<file path="config.mk">
export PLATFORM = sky130hd
export DESIGN_NAME = codec_i2c_responder
export DESIGN_NICKNAME = d
export VERILOG_FILES = /design/src/rtl/codec_i2c_pkg.sv /design/src/rtl/i2c_bus_cond.sv /design/src/rtl/codec_i2c_responder.sv
export SDC_FILE = /design/constraint.sdc
export NUM_CORES = 1
export LEC_CHECK = 0
export ABC_AREA = 1
export BUFFER_PORTS_ARGS = -buffer_cell sky130_fd_sc_hd__buf_2
export CAP_MARGIN = 20
export CELL_PAD_IN_SITES_DETAIL_PLACEMENT = 1
export CELL_PAD_IN_SITES_GLOBAL_PLACEMENT = 1
export CORE_ASPECT_RATIO = 0.7
export CORE_UTILIZATION = 43
export CTS_BUF_LIST = sky130_fd_sc_hd__clkbuf_2 sky130_fd_sc_hd__clkbuf_4 sky130_fd_sc_hd__clkbuf_8
export DETAILED_ROUTE_END_ITERATION = 8
export HOLD_SLACK_MARGIN = 0.02
export PLACE_DENSITY = 0.82
export SYNTH_ARGS = -nofsm -noshare
export SYNTH_HDL_FRONTEND = slang
export SYNTH_HIERARCHICAL = 1
export SYNTH_SLANG_ARGS = --single-unit
</file>
<file path="constraint.sdc">
create_clock -name clk -period 1.9 [get_ports clk]
set_clock_uncertainty 0.15 [all_clocks]
set_input_delay 0.19 -clock clk [delete_from_list [all_inputs] [get_ports clk]]
set_output_delay 0.19 -clock clk [all_outputs]
set_load 0.01 [all_outputs]
</file>
<file path="src/rtl/codec_i2c_pkg.sv">
// Shared types and constants for the WM8731-style I2C control-port responder.
package codec_i2c_pkg;

    localparam logic [6:0] DEV_ADDR_DEFAULT = 7'h1A;

    // WM8731 register map (7-bit register addresses)
    localparam logic [6:0] REG_LHP    = 7'h02;
    localparam logic [6:0] REG_RHP    = 7'h03;
    localparam logic [6:0] REG_APATH  = 7'h04;
    localparam logic [6:0] REG_DPATH  = 7'h05;
    localparam logic [6:0] REG_PWR    = 7'h06;
    localparam logic [6:0] REG_DIF    = 7'h07;
    localparam logic [6:0] REG_SAMP   = 7'h08;
    localparam logic [6:0] REG_ACTIVE = 7'h09;
    localparam logic [6:0] REG_RESET  = 7'h0F;

    typedef enum logic [3:0] {
        StIdle,
        StAddr,
        StAckA,
        StByte1,
        StAck1,
        StByte2,
        StAck2,
        StExtra,
        StIgnore
    } state_e;

    // Byte-receive state that follows each ACK slot
    function automatic state_e ack_next(input state_e s);
        case (s)
            StAckA:  return StByte1;
            StAck1:  return StByte2;
            default: return StExtra;
        endcase
    endfunction

endpackage

</file>
<file path="src/rtl/i2c_bus_cond.sv">
// SCL/SDA synchroniser with edge, START and STOP detection.
module i2c_bus_cond #(
    parameter int unsigned SYNC_STAGES = 2
) (
    input  logic clk,
    input  logic reset,
    input  logic i2c_clk,
    input  logic i2c_dat,
    output logic scl_rise,
    output logic scl_fall,
    output logic sda_s,
    output logic start_det,
    output logic stop_det
);

    logic [SYNC_STAGES-1:0] scl_sync_q;
    logic [SYNC_STAGES-1:0] sda_sync_q;
    logic                   scl_d_q;
    logic                   sda_d_q;
    logic                   scl_s;

    // Synchronise both lines; reset to 1 so an idle bus is seen after reset
    always_ff @(posedge clk) begin
        if (!reset) begin
            scl_sync_q <= '1;
            sda_sync_q <= '1;
            scl_d_q    <= 1'b1;
            sda_d_q    <= 1'b1;
        end else begin
            scl_sync_q <= {scl_sync_q[SYNC_STAGES-2:0], i2c_clk};
            sda_sync_q <= {sda_sync_q[SYNC_STAGES-2:0], i2c_dat};
            scl_d_q    <= scl_sync_q[SYNC_STAGES-1];
            sda_d_q    <= sda_sync_q[SYNC_STAGES-1];
        end
    end

    assign scl_s     = scl_sync_q[SYNC_STAGES-1];
    assign sda_s     = sda_sync_q[SYNC_STAGES-1];
    assign scl_rise  = scl_s & ~scl_d_q;
    assign scl_fall  = ~scl_s & scl_d_q;
    // SDA may only move while SCL is high for START/STOP
    assign start_det = scl_s & scl_d_q & sda_d_q & ~sda_s;
    assign stop_det  = scl_s & scl_d_q & ~sda_d_q & sda_s;

endmodule

</file>
<file path="src/rtl/codec_i2c_responder.sv">
// Write-only I2C responder mirroring the WM8731 control port.
module codec_i2c_responder
    import codec_i2c_pkg::*;
#(
    parameter logic [6:0]  DEV_ADDR    = DEV_ADDR_DEFAULT,
    parameter int unsigned SYNC_STAGES = 2
) (
    input  logic       clk,
    input  logic       reset,
    input  logic       i2c_clk,
    input  logic       i2c_dat,
    output logic       i2c_dat_oe,
    output logic       wr_valid,
    output logic [6:0] wr_addr,
    output logic [8:0] wr_data,
    output logic       busy,
    output logic       cfg_active,
    output logic       frame_err
);

    logic scl_rise, scl_fall, sda_s, start_det, stop_det;

    i2c_bus_cond #(
        .SYNC_STAGES(SYNC_STAGES)
    ) u_bus_cond (
        .clk      (clk),
        .reset    (reset),
        .i2c_clk  (i2c_clk),
        .i2c_dat  (i2c_dat),
        .scl_rise (scl_rise),
        .scl_fall (scl_fall),
        .sda_s    (sda_s),
        .start_det(start_det),
        .stop_det (stop_det)
    );

    state_e     state_q;
    logic [2:0] bit_cnt_q;
    logic [6:0] shift_q;
    logic [6:0] addr_tmp_q;
    logic       d8_tmp_q;
    logic       oe_q;
    logic       rx_state;
    logic       byte_done;
    logic [7:0] byte_val;

    assign rx_state  = state_q inside {StAddr, StByte1, StByte2, StExtra};
    assign byte_done = rx_state & scl_rise & (bit_cnt_q == 3'd7);
    assign byte_val  = {shift_q, sda_s};
    // Gate with reset so SDA is released in the reset cycle itself
    assign i2c_dat_oe = oe_q & reset;

    // Frame FSM: START/STOP first, then per-state bit and ACK handling
    always_ff @(posedge clk) begin
        if (!reset) begin
            state_q    <= StIdle;
            bit_cnt_q  <= 3'd0;
            shift_q    <= 7'd0;
            addr_tmp_q <= 7'd0;
            d8_tmp_q   <= 1'b0;
            oe_q       <= 1'b0;
            wr_valid   <= 1'b0;
            wr_addr    <= 7'd0;
            wr_data    <= 9'd0;
            busy       <= 1'b0;
            cfg_active <= 1'b0;
            frame_err  <= 1'b0;
        end else begin
            wr_valid  <= 1'b0;
            frame_err <= 1'b0;
            if (start_det) begin
                state_q    <= StAddr;
                bit_cnt_q  <= 3'd0;
                shift_q    <= 7'd0;
                addr_tmp_q <= 7'd0;
                d8_tmp_q   <= 1'b0;
                oe_q       <= 1'b0;
                busy       <= 1'b1;
            end else if (stop_det) begin
                // Only a frame stopped before its write completed is an error
                if (state_q inside {StAddr, StAckA, StByte1, StAck1, StByte2}) begin
                    frame_err <= 1'b1;
                end
                state_q   <= StIdle;
                bit_cnt_q <= 3'd0;
                oe_q      <= 1'b0;
                busy      <= 1'b0;
            end else begin
                if (rx_state && scl_rise) begin
                    shift_q   <= byte_val[6:0];
                    bit_cnt_q <= bit_cnt_q + 3'd1;
                end
                case (state_q)
                    StAddr: begin
                        if (byte_done) begin
                            if (byte_val == {DEV_ADDR, 1'b0}) begin
                                state_q <= StAckA;
                            end else begin
                                state_q   <= StIgnore;
                                frame_err <= 1'b1;
                                busy      <= 1'b0;
                            end
                        end
                    end
                    StAckA, StAck1, StAck2: begin
                        // First fall (end of bit 8) drives ACK, second (end of bit 9) releases
                        if (scl_fall) begin
                            if (!oe_q) begin
                                oe_q <= 1'b1;
                            end else begin
                                oe_q    <= 1'b0;
                                state_q <= ack_next(state_q);
                            end
                        end
                    end
                    StByte1: begin
                        if (byte_done) begin
                            addr_tmp_q <= byte_val[7:1];
                            d8_tmp_q   <= byte_val[0];
                            state_q    <= StAck1;
                        end
                    end
                    StByte2: begin
                        if (byte_done) begin
                            wr_valid <= 1'b1;
                            wr_addr  <= addr_tmp_q;
                            wr_data  <= {d8_tmp_q, byte_val};
                            if (addr_tmp_q == REG_ACTIVE) begin
                                cfg_active <= byte_val[0];
                            end else if (addr_tmp_q == REG_RESET) begin
                                cfg_active <= 1'b0;
                            end
                            state_q <= StAck2;
                        end
                    end
                    StExtra: begin
                        if (byte_done) begin
                            state_q   <= StIgnore;
                            frame_err <= 1'b1;
                            busy      <= 1'b0;
                        end
                    end
                    default: ;
                endcase
            end
        end
    end

endmodule
</file>
Yosys cells after proc, flatten, opt, wreduce, memory -nomap -nowiden
Index checks and enable logic that the tools add are counted.

storage, ports and cells
  input bits = 4
  output and inout port bits = 21
  logic and storage cells = 105
  bits in registers = 49

cells by class
  eq/ne operators = 24
  add/subtract/negate cells = 1
  reduce and logical (&&, ||, !) cells = 19
  muxes and demuxes = 26
  bitwise operators = 18

operators by type and width
  kind                                                                    count
  4-bit two-way mux                                                       7
  4-bit inequality test (second input constant)                           7
  4-bit case mux with 5 select lines                                      1
  4-bit by 3-bit equality test with 1-bit output (second input constant)  4
  1-bit two-way mux                                                       15
  7-bit by 4-bit equality test with 1-bit output (second input constant)  2
  7-bit AND reduction                                                     2
  2-bit inequality test (second input constant)                           6
  1-bit bitwise AND                                                       10
  5-bit nonzero test                                                      2
  4-bit by 2-bit equality test with 1-bit output (second input constant)  2
  8-bit by 6-bit equality test with 1-bit output (second input constant)  1
  1-bit inverter                                                          8
  4-bit AND reduction                                                     2
  4-bit nonzero test                                                      2
  7-bit nonzero test                                                      1
  3-bit case mux with 2 select lines                                      1
  3-bit OR reduction                                                      2
  5-bit AND reduction                                                     1
  4-bit by 1-bit equality test with 1-bit output (second input constant)  1
  1-bit case mux with 2 select lines                                      2
  2-bit AND reduction                                                     2
  4-bit OR reduction                                                      1
  3-bit by 1-bit adder with 3-bit output (second input constant)          1
  other kinds (5)                                                         5

Logic depth before layout (Yosys ltp)
Gate-level depths: netlist of run 1.

  depth after elaboration = 8
  mapped depth = 11
  mapped depth without buffers = 10

Hierarchy
Netlist of run 1, hierarchy kept.

by module, submodules not included
  module               times used  cells an instance  area an instance (um^2)  seq. area each (um^2)
  codec_i2c_responder  1           258                1876.8                   860.8
  i2c_bus_cond         1           27                 198.9                    120.1

Worst setup path before layout of run 1
Ideal clock, no wire load.

  kind = register to register
  start point = register u_bus_cond.sda_sync_q[1]
  end point = register wr_addr[4]
  slack = 0.134 ns
  arrival = 1.497 ns
  library setup time = 0.119 ns
  data required time = 1.631 ns
  buffers on the path = 1
  period minus slack after synthesis = 1.766 ns
  stages on the path, launching flop included = 11
  cell sequence = dfxtp_1 nand2_1 nor2_1 nor2_2 inv_1 nor2_2 nand2_2 inv_4 buf_6 o21ai_1 a21oi_1

on the way
  elaborated cells between the ends (all ways) = 6
  classes of those cells = 5 x bitwise; 1 x reduce/logical

RTL lines
  what                           RTL line                    text
  from (decl)                    i2c_bus_cond.sv:17          logic [SYNC_STAGES-1:0] sda_sync_q;
  from (signal assigned)         i2c_bus_cond.sv:31          sda_sync_q <= {sda_sync_q[SYNC_STAGES-2:0], i2c_dat};
  1-bit bitwise AND              i2c_bus_cond.sv:43          assign stop_det = scl_s & scl_d_q & ~sda_d_q & sda_s;
  via stop_det                   codec_i2c_responder.sv:21   logic scl_rise, scl_fall, sda_s, start_det, stop_det;
  1-bit inverter (no line)       -
  4-bit AND reduction (no line)  -
  to (signal assigned)           codec_i2c_responder.sv:126  wr_addr <= addr_tmp_q;
  to (decl)                      codec_i2c_responder.sv:14   output logic [6:0] wr_addr,

The timed path passes the listed nets, and every way through them passes these cells.
A chain may end at the register's enable or synchronous reset.

Worst setup path in the final report of run 1
  start point = register state_q[0]
  end point = register wr_data[1]

on the way
  word-level cells in the longest chain between the ends = 5
  elaborated cells between the ends (all ways) = 8
  classes of those cells = 4 x eq/ne; 2 x bitwise; 2 x reduce/logical

RTL lines
  what                                                                          RTL line                    text
  from (decl)                                                                   codec_i2c_responder.sv:37   state_e state_q;
  from (signal assigned)                                                        codec_i2c_responder.sv:56   state_q <= StIdle;
  from (signal assigned)                                                        codec_i2c_responder.sv:72   state_q <= StAddr;
  from (signal assigned)                                                        codec_i2c_responder.sv:84   state_q <= StIdle;
  4-bit by 1-bit equality test with 1-bit output, or another cell as far along  codec_i2c_responder.sv:47   assign rx_state = state_q inside {StAddr, StByte1, StByte2, StExtra};
  4-bit nonzero test                                                            codec_i2c_responder.sv:47
  1-bit bitwise AND (2 in a row)                                                codec_i2c_responder.sv:48   assign byte_done = rx_state & scl_rise & (bit_cnt_q == 3'd7);
  4-bit AND reduction (no line) *                                               -
  to (signal assigned)                                                          codec_i2c_responder.sv:127  wr_data <= {d8_tmp_q, byte_val};
  to (decl)                                                                     codec_i2c_responder.sv:15   output logic [8:0] wr_data,

Mark *: on every way between the ends. The rest lies on a longest branch, timed or not.

==> impl_metrics.tcl, run 1 <==
set metrics [dict create \
    pre_cts_slack_ns 0.0567 \
    crit_path_cell_trace "inv_2, nor2_2, nand2_1, nor2_2, nand2_2, inv_6, o21ai_0, a21oi_1" \
    power.combinational.fraction_pct 17.9 \
    final-max-slew-violation-count 0 \
    finalPower_w 0.00230 \
    yosysUniqueCellTypes 23 \
    setup_violations 0 \
    crit_path_frequent_cell "nor2_2" \
    post_synth_inst_count 285 \
    routed_vias 1948 \
    total_iterations_of_the_first_detailed_routing_run 4 \
    dieHeight_um 60.1 \
    globalRouteOverflowTotal 0 \
    timing.setup.critical_path_class "reg -> reg" \
    post_synth.cell_area_avg_um2 7.28 \
    dieArea_um2 5110 \
    number_of_drc_markers_after_the_initial_detailed_route_iteration 115 \
    starting_density_pct 46.3 \
    timing.max_slew.rel_slack_pct 73.5 \
    startpoint "state_q[0]$_SDFFE_PN0P_" \
    final.hold.worst_slack_ns 0.102 \
    worst_skew_pair_later_pin_latency_ns 0.30 \
    postRouteWirelength_um 5560 \
    post_route_cells_drive_above_1_share_pct 19.8 \
    netSwitchingFraction_pct 29.3 \
    final_critical_path_setup_slack_ns 0.130 \
    postCtsSetupBuffers 0 \
    seqPwrFrac_pct 48.0 \
    status "completed" \
    cts.root.buffer_cell "clkbuf_8" \
    setup_total_negative_slack_ns 0 \
    switchingPower_w 0.000672 \
    max_cap_violations 0 \
    detail-route-antenna-nets 0 \
    worst_hold_startpoint "reset" \
    yosys-top-cells-area "dfxtp_1 47%, nand2_1 8.7%, a21oi_1 8.2%" \
    synthesized_flop_and_latch_total 49 \
    critical_path_buf_inv_count 2 \
    num-nets-final 328 \
    critical_path.max_stage_delay_ns 0.53 \
    clock_path_buffers 2 \
    final_core_util_pct 55.2 \
    critPathLaunchType "register" \
    tritoncts "yes" \
    crit_required_ns 1.98 \
    place_hpwl_um 4130 \
    p_per_area_nw_per_um2 929 \
    crit_fanout 27 \
    rr_worst_depth 8 \
    static-leakage-power_nw 1.15 \
    crit_path_end_kind "register" \
    netlist.area_leader.share_pct 47.3 \
    reg2reg_from "state_q[0]$_SDFFE_PN0P_" \
    clk_pin_slew_ns 0.09 \
    clkPwrFrac_pct 34.0 \
    top_level_ports 25 \
    vdd.ir_drop.worst_mv 0.397 \
    area_growth_syn_to_layout_pct 19.0 \
    cp_top_family "flip-flops" \
    layout_min_cycle_time_ns 1.77 \
    synthesis.yosys.warnings 6 \
    antennaDiodeCount 0 \
    timing.critical_path.depth 8 \
    route.detailed.drc 0 \
    rrSetupSlack_ns 0.13 \
    cts-buffers-inserted 5 \
    routability_congestion_estimate 0.903 \
    clock-sinks 49 \
    worst-endpoint-arrival_ns 1.85 \
    first_pass_grt_wire_length_um 9230 \
    whs_path_depth 3 \
    dieWidth_um 85.0 \
    synth_nets 291 \
    crit_path_top_delay_cell "dfxtp_1" \
    portBuffers 24 \
    synth_top_area_cell "dfxtp_1" \
    grt_max_degree 28 \
    htreeDepth 2 \
    finalHoldViolations 0 \
    routed_via_density 5.15 \
    maxClockFrequency_ghz 0.565 \
    internal_power_w 0.00162 \
    rsz_0062_raised_after_global_routing "no" \
    initial_antenna_violation_count 0 \
    core_um2 4480 \
    grt_usage_pct 23.5 \
    min-delay-path-class "in -> reg" \
    synth_area_um2 2080 \
    wl_per_cell_um 14.7 \
    number_of_global_route_vias_before_repair 1892 \
    number_of_standard_cell_rows_in_the_floorplan 20 \
    yosysSeqAreaShare_pct 47.3 \
    tightest_slew_ns 0.393 \
    layout_worst_path_cycle_share_pct 93.2 \
]
==> power groups by stage <==
stage | clock [W] | combinational [W] | sequential (W)
final | 0.000781 | 0.000412 | 0.00110
after global routing | 0.000845 | 0.000468 | 0.00111
after CTS | 0.000790 | 0.000394 | 0.00110
after detailed placement | 0 | 0.000387 | 0.00112
after global placement | 0 | 0.000374 | 0.00112
after floorplan | 0 | 0.000269 | 0.00112
==> synth_stat cells, drive strengths merged <==
cell type   n
nand2      50
o21ai      40
inv        44
clkbuf      3
nor3        3
a21boi      1
a21oi      35
o221ai      1
dfxtp      49
nor2       36
nand3      14
nand4       4
ha          2
buf         3
==> worst min-delay path: cells and delay by family <==
kind / cells / cell delay [ns]
buffers and inverters: 2 / 0.21
AND/OR/NAND/NOR: 1 / 0.12
==> layout by cell type, fill, tap and decap left out <==
cell type      instances
dfxtp_1               49
nor3_4                 1
nand4_4                1
clkbuf_8               6
a21oi_1               34
dlygate4sd3_1          2
nand2_1               48
nand4_2                1
nand3_1               14
a21boi_0               1
nand2_2                2
buf_2                 24
nor2_1                26
nor2_2                10
inv_6                  1
nand4_1                2
clkinvlp_4             1
buf_4                 10
inv_2                  5
nor3_1                 2
o221ai_1               1
bufinv_16              1
a21oi_2                1
ha_1                   2
o21ai_0               29
inv_1                 38
o21ai_1               11
==> cell families (layout without fill, tap and decap cells) <==
kind of cell    count (synthesis)  after routing  synth area share, %
simple gates                  107            107                 22.8
compound gates                 77             77                 19.0
buf+inv                        50             88                 9.64
flops                          49             49                 47.3
fa+ha+maj                       2              2                 1.21
==> metrics by stage <==
stage,instance area [um^2],instances
4_1_cts,2450,378
6_report,2470,378
2_1_floorplan,2080,285
3_3_place_gp,2310,368
3_5_place_dp,2310,368
5_1_grt,2470,378
==> path summary, 6_finish.rpt <==
path                                              end
hold reg to reg   u_bus_cond/scl_sync_q[1]$_SDFF_PN1_
setup reg to reg              wr_data[1]$_SDFFE_PN0P_
hold / removal                    wr_valid$_SDFF_PP0_
setup / recovery              wr_data[1]$_SDFFE_PN0P_
==> state kept, by name, indices dropped and copies added, names as in the netlist, 2 cells and up <==
name / cells
wr_data: 9
addr_tmp_q: 7
shift_q: 7
wr_addr: 7
state_q: 4
bit_cnt_q: 3
u_bus_cond/scl_sync_q: 2
u_bus_cond/sda_sync_q: 2
==> final cells by class <==
class                           instances  area, um^2
Clock buffer                            6        82.6
Clock inverter                          2        37.5
Fill cell                             587        2010
Inverter                               44         170
Multi-Input combinational cell        186         916
Sequential cell                        49         981
Tap cell                               55        68.8
Timing Repair Buffer                   36         215
==> repair_timing <==
item                       CTS  global route
hold buffers                 2             0
resized for setup            0             7
setup endpoints to repair    0            13
hold endpoints to repair     2             0
==> per-layer routing <==
metal / share of wire, % / GRT usage, % / up-vias
li1: - / - / 995
met1: 53 / 33.3 / 918
met2: 43 / 37.6 / 31
met3: 3.6 / 4.83 / 4
met4: 0.56 / 4.36 / 0
met5: 0 / 0 / -
Power figures use the tool's default switching activity.
==> run 2: changes to the inputs <==
--- a/config.mk
+++ b/config.mk
@@ -11,11 +11,11 @@
 export CELL_PAD_IN_SITES_DETAIL_PLACEMENT = 1
 export CELL_PAD_IN_SITES_GLOBAL_PLACEMENT = 1
 export CORE_ASPECT_RATIO = 0.7
-export CORE_UTILIZATION = 43
+export CORE_UTILIZATION = 40
 export CTS_BUF_LIST = sky130_fd_sc_hd__clkbuf_2 sky130_fd_sc_hd__clkbuf_4 sky130_fd_sc_hd__clkbuf_8
 export DETAILED_ROUTE_END_ITERATION = 8
 export HOLD_SLACK_MARGIN = 0.02
-export PLACE_DENSITY = 0.82
+export PLACE_DENSITY = 0.77
 export SYNTH_ARGS = -nofsm -noshare
 export SYNTH_HDL_FRONTEND = slang
 export SYNTH_HIERARCHICAL = 1
==> impl_metrics.tcl, run 2 (synthesis gave the netlist of run 1 again) <==
set metrics [dict create \
    whs_path_depth 3 \
    crit_fanout 6 \
    grt_max_degree 28 \
    total_iterations_of_the_first_detailed_routing_run 4 \
    worst_skew_pair_later_pin_latency_ns 0.30 \
    dp_cells 382 \
    pre_cts_slack_ns 0.0331 \
    htreeDepth 2 \
    startpoint "bit_cnt_q[1]$_SDFFE_PP0P_" \
    timing.setup.critical_path_class "reg -> reg" \
    dieWidth_um 88.1 \
    p_per_area_nw_per_um2 955 \
    finalPower_w 0.00240 \
    initial_antenna_violation_count 0 \
    switchingPower_w 0.000675 \
    final-max-slew-violation-count 0 \
    final_core_util_pct 51.4 \
    finish.cell_count_without_fillers 393 \
    route.detailed.drc 0 \
    cts.root.buffer_cell "clkbuf_8" \
    number_of_standard_cell_rows_in_the_floorplan 21 \
    largest_register_ff_count 9 \
    setup_violations 0 \
    largest_register_by_flop_count "wr_data" \
    first_pass_grt_wire_length_um 9680 \
    seqPwrFrac_pct 45.8 \
    detail-route-antenna-nets 0 \
    setup_total_negative_slack_ns 0 \
    place_hpwl_um 4210 \
    tightest_slew_ns 0.314 \
    routability_congestion_estimate 0.898 \
    critical_path.max_stage_delay_ns 0.35 \
    grt_usage_pct 22.9 \
    num-nets-final 329 \
    status "completed" \
    rr_endpoint "state_q[0]$_SDFFE_PN0P_" \
    dieArea_um2 5490 \
    layout_min_cycle_time_ns 1.75 \
    wl_per_cell_um 14.4 \
    crit_path_top_delay_cell "dfxtp_1" \
    antennaDiodeCount 0 \
    power.combinational.fraction_pct 16.6 \
    reg2reg_from "bit_cnt_q[1]$_SDFFE_PP0P_" \
    rr_worst_depth 10 \
    mostFrequentLayoutCells "49 x dfxtp_1, 48 x nand2_1, 37 x inv_1" \
    layout_worst_path_cycle_share_pct 92.1 \
    portBuffers 24 \
    number_of_drc_markers_after_the_initial_detailed_route_iteration 88 \
    crit_required_ns 1.96 \
    maxClockFrequency_ghz 0.571 \
    max_cap_violations 0 \
    crit_path_end_kind "register" \
    postRouteWirelength_um 5680 \
    crit_path_cell_trace "ha_1, ha_1, nand4_2, buf_4, nand3_1, nand2_1, nor2_1, nand3_1, nand2_1, nor2_1" \
    internal_power_w 0.00172 \
    clkPwrFrac_pct 37.5 \
    tritoncts "yes" \
    critPathLaunchType "register" \
    clock_path_buffers 2 \
    starting_density_pct 42.5 \
    rsz_0062_raised_after_global_routing "no" \
    timing.max_slew.rel_slack_pct 78.8 \
    finalHoldViolations 0 \
    area_growth_syn_to_layout_pct 21.0 \
    clock-sinks 49 \
    globalRouteOverflowTotal 0 \
    static-leakage-power_nw 1.21 \
    min_to "cfg_active$_SDFFE_PN0P_" \
    dieHeight_um 62.3 \
    rrSetupSlack_ns 0.15 \
    number_of_global_route_vias_before_repair 2001 \
    post_route_cells_drive_above_1_share_pct 19.8 \
    mostFrequentLayoutCell "dfxtp_1" \
    worst-endpoint-arrival_ns 1.81 \
    core_um2 4890 \
    routed_vias 1981 \
    worst_hold_startpoint "reset" \
    vdd.ir_drop.worst_mv 0.361 \
    cts-buffers-inserted 5 \
    min-delay-path-class "in -> reg" \
    routed_via_density 5.04 \
    netSwitchingFraction_pct 28.1 \
    clk_pin_slew_ns 0.09 \
    top_level_ports 25 \
    final_critical_path_setup_slack_ns 0.149 \
]
==> run 2: changes by cell type in the layout (fill, tap and decap cells not counted), sizes merged <==
cell,delta
bufinv,+1
buf,+1
clkbuf,-1
clkinvlp,-1
clkinv,+1
==> run 2: final cells by class <==
cell class	count	area, um^2
fillers	651	2370
inverters	44	178
repair buffers	37	223
flip-flops and latches	49	981
multi-input cells	186	907
well taps	69	86.3
clock inverters	3	68.8
clock buffers	5	68.8
==> run 2: critical path: cells and delay by family (launching register included) <==
family                     cells  cell delay [ns]
adders and majority gates      2             0.31
buffers and inverters          1             0.21
DFF                            1             0.35
and+or+nand+nor                7             0.64
==> run 2: what timing repair did <==
item                       CTS  global route
setup buffers                0             1
pin swaps                    0             1
hold buffers                 2             0
gates resized for setup      1             9
setup endpoints to repair    4            24
gates cloned                 0             0
hold endpoints to repair     2             0
==> run 2: metrics by stage <==
stage | cell area, um^2 | hold slack, ns
after global routing | 2510 | 0.133
after floorplan | 2080 | 0.109
final | 2510 | 0.114
after CTS | 2480 | 0.0928
after global placement | 2320 | 0.209
after detailed placement | 2320 | 0.218
==> run 2: layer usage <==
metal  track usage, %  vias to the layer above  wire length (um)
li1                 -                      995                 -
met1             32.9                      947              2970
met2             35.4                       30              2480
met3             4.12                        9               149
met4             5.65                        0                74
met5                0                        -                 0
==> run 2: power groups by stage <==
stage               Sequential [W]  Combinational, W  Clock (W)
finish                     0.00110          0.000399   0.000901
detailed placement         0.00112          0.000383          0
floorplan                  0.00112          0.000269          0
global placement           0.00112          0.000372          0
CTS                        0.00110          0.000390   0.000913
global route               0.00111          0.000459   0.000959
==> run 2: how the worst max path moves through the flow <==
| stage | endpoint | slack (ns) | depth (start not counted) |
|---|---|---|---|
| finish | state_q[0]$_SDFFE_PN0P_ | 0.15 | 10 |
| global route | state_q[1]$_SDFFE_PP0P_ | 0.01 | 10 |
| CTS | wr_data[3]$_SDFFE_PN0P_ | 0.01 | 10 |
| detailed placement | wr_data[3]$_SDFFE_PN0P_ | 0.03 | 10 |
| global placement | state_q[2]$_SDFFE_PP0P_ | 0.17 | 10 |
| floorplan | wr_addr[4]$_SDFFE_PN0P_ | 0.13 | 10 |
